`src/rtl/uart_rx.sv`:
```
// UART receiver: 16x oversampled 8N1-style frame recovery with a mid-bit start check,
// centre-of-bit data sampling, and a one-cycle done strobe carrying word and frame error.
module uart_rx #(
    parameter int DATA_BITS = 8,
    parameter int SB_TICK   = 16
) (
    input  logic                 i_clock,
    input  logic                 i_reset,
    input  logic                 i_tick,
    input  logic                 i_rx,
    output logic [DATA_BITS-1:0] o_data,
    output logic                 o_rx_done,
    output logic                 o_frame_err,
    output logic [1:0]           o_state
);

    localparam int S_W = (SB_TICK > 16) ? $clog2(SB_TICK) : 4;
    localparam int N_W = $clog2(DATA_BITS);

    typedef enum logic [1:0] {
        IDLE  = 2'd0,
        START = 2'd1,
        DATA  = 2'd2,
        STOP  = 2'd3
    } state_t;

    state_t               state_q, state_d;
    logic [S_W-1:0]       s_q, s_d;
    logic [N_W-1:0]       n_q, n_d;
    logic [DATA_BITS-1:0] b_q, b_d;
    logic                 stop_q, stop_d;
    logic [DATA_BITS-1:0] data_q, data_d;
    logic                 err_q, err_d;
    logic                 done_q, done_d;
    logic                 rx_meta, rx;

    // Idle-high line, so both synchronizer stages come out of reset at 1.
    always_ff @(posedge i_clock or negedge i_reset) begin
        if (!i_reset) begin
            rx_meta <= 1'b1;
            rx      <= 1'b1;
        end else begin
            rx_meta <= i_rx;
            rx      <= rx_meta;
        end
    end

    always_ff @(posedge i_clock or negedge i_reset) begin
        if (!i_reset) begin
            state_q <= IDLE;
            s_q     <= '0;
            n_q     <= '0;
            b_q     <= '0;
            stop_q  <= 1'b0;
            data_q  <= '0;
            err_q   <= 1'b0;
            done_q  <= 1'b0;
        end else begin
            state_q <= state_d;
            s_q     <= s_d;
            n_q     <= n_d;
            b_q     <= b_d;
            stop_q  <= stop_d;
            data_q  <= data_d;
            err_q   <= err_d;
            done_q  <= done_d;
        end
    end

    always_comb begin
        state_d = state_q;
        s_d     = s_q;
        n_d     = n_q;
        b_d     = b_q;
        stop_d  = stop_q;
        data_d  = data_q;
        err_d   = err_q;
        done_d  = 1'b0;
        case (state_q)
            // Start detection runs every clock, not every tick, so back-to-back frames lose nothing.
            IDLE: begin
                if (!rx) begin
                    state_d = START;
                    s_d     = '0;
                end
            end
            START: begin
                if (i_tick) begin
                    if (s_q == S_W'(7)) begin
                        s_d     = '0;
                        n_d     = '0;
                        state_d = rx ? IDLE : DATA;
                    end else begin
                        s_d = s_q + S_W'(1);
                    end
                end
            end
            DATA: begin
                if (i_tick) begin
                    if (s_q == S_W'(15)) begin
                        s_d = '0;
                        b_d = {rx, b_q[DATA_BITS-1:1]};
                        if (n_q == N_W'(DATA_BITS - 1)) begin
                            state_d = STOP;
                        end else begin
                            n_d = n_q + N_W'(1);
                        end
                    end else begin
                        s_d = s_q + S_W'(1);
                    end
                end
            end
            STOP: begin
                if (i_tick) begin
                    if (s_q == S_W'(7)) begin
                        stop_d = rx;
                    end
                    // A low stop sample still delivers the word, only flagged as a frame error.
                    if (s_q == S_W'(SB_TICK - 1)) begin
                        state_d = IDLE;
                        s_d     = '0;
                        data_d  = b_q;
                        err_d   = ~stop_q;
                        done_d  = 1'b1;
                    end else begin
                        s_d = s_q + S_W'(1);
                    end
                end
            end
            default: state_d = IDLE;
        endcase
    end

    // o_rx_done is a bare strobe: no back-pressure, o_data/o_frame_err are valid in that cycle.
    assign o_data      = data_q;
    assign o_rx_done   = done_q;
    assign o_frame_err = err_q;
    assign o_state     = state_q;

endmodule

```
`config.mk`:
```
export PLATFORM = sky130hd
export DESIGN_NAME = uart_rx
export DESIGN_NICKNAME = d
export VERILOG_FILES = /design/src/rtl/uart_rx.sv
export SDC_FILE = /design/constraint.sdc
export NUM_CORES = 1
export LEC_CHECK = 0
export ABC_CLOCK_PERIOD_IN_PS = 1700
export CAP_MARGIN = 10
export CORE_ASPECT_RATIO = 0.75
export CORE_MARGIN = 1
export CORE_UTILIZATION = 48
export DETAILED_ROUTE_END_ITERATION = 6
export PLACE_DENSITY = 0.84
export REMOVE_ABC_BUFFERS = 1
export SLEW_MARGIN = 10
export SYNTH_ARGS = -nofsm -noshare
export SYNTH_HDL_FRONTEND = slang
export SYNTH_SLANG_ARGS = --single-unit
```
`constraint.sdc`:
```
create_clock -name i_clock -period 1.7 [get_ports i_clock]
set_input_delay 0.34 -clock i_clock [delete_from_list [all_inputs] [get_ports i_clock]]
set_output_delay 0.34 -clock i_clock [all_outputs]
set_load 0.01 [all_outputs]
```
==> results.json <==
{
  "timing.final.crit_period_ns": 1.636,
  "grt_usage": 0.1814,
  "yosys.area.top_type": "dfrtp_1",
  "setup_slack_ns": 0.06393,
  "clk_pin_slew_worst_paths_ns": 0.06,
  "grt_setup_unrepaired": "no",
  "cp_slowest_stage_delay_ns": 0.57,
  "final_util": 0.6473,
  "setup_viol_count_final": 0,
  "worstSetupPathType": "register to output port",
  "die_x_um": 63.30,
  "vias": 850,
  "dpl_worst_slack_ns": -0.06788,
  "grt_max_degree": 31,
  "antenna_found_initial": 0,
  "worst_pin_slew_ns": 0.4307,
  "grt_pass1_vias": 859,
  "finalMaxSlewViolations": 0,
  "gr-total-overflow": 0,
  "cts-root-buf": "clkbuf_8",
  "start_kind": "register",
  "grt_pass1_wl_um": 3850,
  "final_common_cell": "dfrtp_1",
  "max_freq_mhz": 611.2,
  "rrSetupSlack_ns": 0.09,
  "gp_congestion": 0.7790,
  "routedWlPerCell_um": 13.98,
  "postRouteAntennaNets": 0,
  "start_util": 0.5118,
  "clk_latency_ns": 0.27,
  "fp.dieH_um": 47.97,
  "cts.path.max_buffers": 2,
  "core_mm2": 0.002643,
  "fillers": 198,
  "p_leak_uw": 0.0008293,
  "drive_gt1_frac": 0.3333,
  "required_ns": 1.36,
  "power-per-cell-area_mw_per_mm2": 1111,
  "relSlewSlack": 0.7047,
  "cts_tree": "built",
  "numClockSinks": 30,
  "cp_cell_sequence": "clkdlybuf4s50_1",
  "synth-seq-cells": 30,
  "irDropWorstVdd_v": 0.0008701,
  "htree_levels": 2,
  "max-cap-violations": 0,
  "syn_avg_cell_area_um2": 13.26,
  "ios": 16,
  "synth_cells": 102,
  "cp_max_fo": 11,
  "nNetsFinal": 138,
  "std_cell_rows": 16,
  "cp_slowest_cell": "clkdlybuf4s50_1",
  "die_area_mm2": 0.003036,
  "finalHoldViolCount": 0,
  "skew_ns": 0.002084,
  "cts_hold_buf": 0,
  "cp-end-kind": "output port",
  "yosys-top-cells-area": "dfrtp_1 (52%), mux2_2 (13%), dfstp_2 (3.9%), mux2i_1 (3.0%), ha_1 (2.8%)",
  "most-common-layout-cells": "dfrtp_1 (26), mux2_2 (16), clkdlybuf4s50_1 (15)",
  "drc": 0,
  "drtIter0Drc": 33,
  "outcome": "completed",
  "num_antenna_cells": 0,
  "cp_data_arrival_time_ns": 1.30,
  "fin_crit_sh": 0.9624,
  "yosysSeqAreaShare": 0.5569,
  "synth_warnings": 0,
  "path_buf_inv": 1,
  "viasPerCell": 5.060,
  "syn_area_mm2": 0.001353,
  "port_buffers": 15,
  "first_pass_iters": 5,
  "cpLargestDelayFamily": "buffers and inverters",
  "hp-class": "register to register",
  "synth_cell_types": 33,
  "hpwl_um": 1652,
  "cts_buffers": 5,
  "synth_top_area_share": 0.5180,
  "holdWs_ns": 0.3554,
  "area_growth_pct": 26.46,
  "totalWireLength_um": 2349
}
cell families after synthesis:
logic type / share of synthesized area
AOI/OAI and AO/OA: 0.05921
and+or+nand+nor: 0.1138
DFF: 0.5569
buffers and inverters: 0.04717
muxes: 0.1822
xor gates and xnor gates: 0.01295
adders and majority gates: 0.02776
power by group:
part           total [µW]  leakage, µW  switching (µW)  internal, µW
combinational         429     0.000392             210           219
clock                 570    0.0000482             245           325
sequential            901     0.000389            89.7           811
total                1900     0.000829             545          1360
path summary, 6_finish.rpt:
path / startpoint / depth (start not counted) / end
hold / removal: rx_meta / 0 / rx
setup reg to reg: s_q[0] / 5 / o_data[4]
max in group asynchronous: i_reset / 2 / rx
hold reg to reg: rx_meta / 0 / rx
min in group asynchronous: i_reset / 2 / o_data[4]
setup / recovery: register / 1 / o_state[1]
routing by layer:
layer,global-route usage,vias up,routed length [µm]
li1,-,413,-
met1,0.2099,423,1089
met2,0.3054,12,1169
met3,0.06429,2,57
met4,0.1091,0,32
met5,0,-,0
state kept, by name, summed over array words and instances, names as in the netlist, named ones only:
signal	cells
s_q	4
stop_q	1
rx	1
n_q	3
o_frame_err	1
b_q	8
o_data	8
o_state	1
o_rx_done	1
rx_meta	1
through the flow:
stage	area, µm²	instances	setup TNS (ns)	power (µW)
finish	1710	168	0	1900
floorplan	1311	98	0	1151
detailed placement	1587	158	-0.6376	1341
CTS	1680	166	0	1926
global route	1710	168	0	2027
global placement	1587	158	-0.2574	1303
final cells by class:
cell class	count	area (µm²)	share of cell area
clock buffer	7	86.33	0.05048
sequential	30	755.7	0.4418
multi-input combinational	62	538.0	0.3146
tap	36	45.04	0.02634
clock inverter	1	5.005	0.002926
timing repair buffer	26	257.7	0.1507
inverter	6	22.52	0.01317
synth_stat cells (all sizes together):
cell,number
dfrtp,28
mux2,18
nand2,7
inv,6
buf,4
mux2i,4
nand3,4
o21ai,4
and3,3
ha,3
nor2,3
dfstp,2
nor2b,2
a211o,1
a21boi,1
a22oi,1
a2bb2oi,1
a31oi,1
and2b,1
and3b,1
and4,1
and4b,1
nand3b,1
nor3,1
o31ai,1
xnor2,1
xor2,1
repair_timing:
item,4_1_cts,5_1_grt
hold endpoints to repair,0,0
gates resized for setup,2,1
endpoints found under the setup margin,2,3
pin swaps,0,1
buffers inserted,0,2
(Power assumes the default switching activity.)
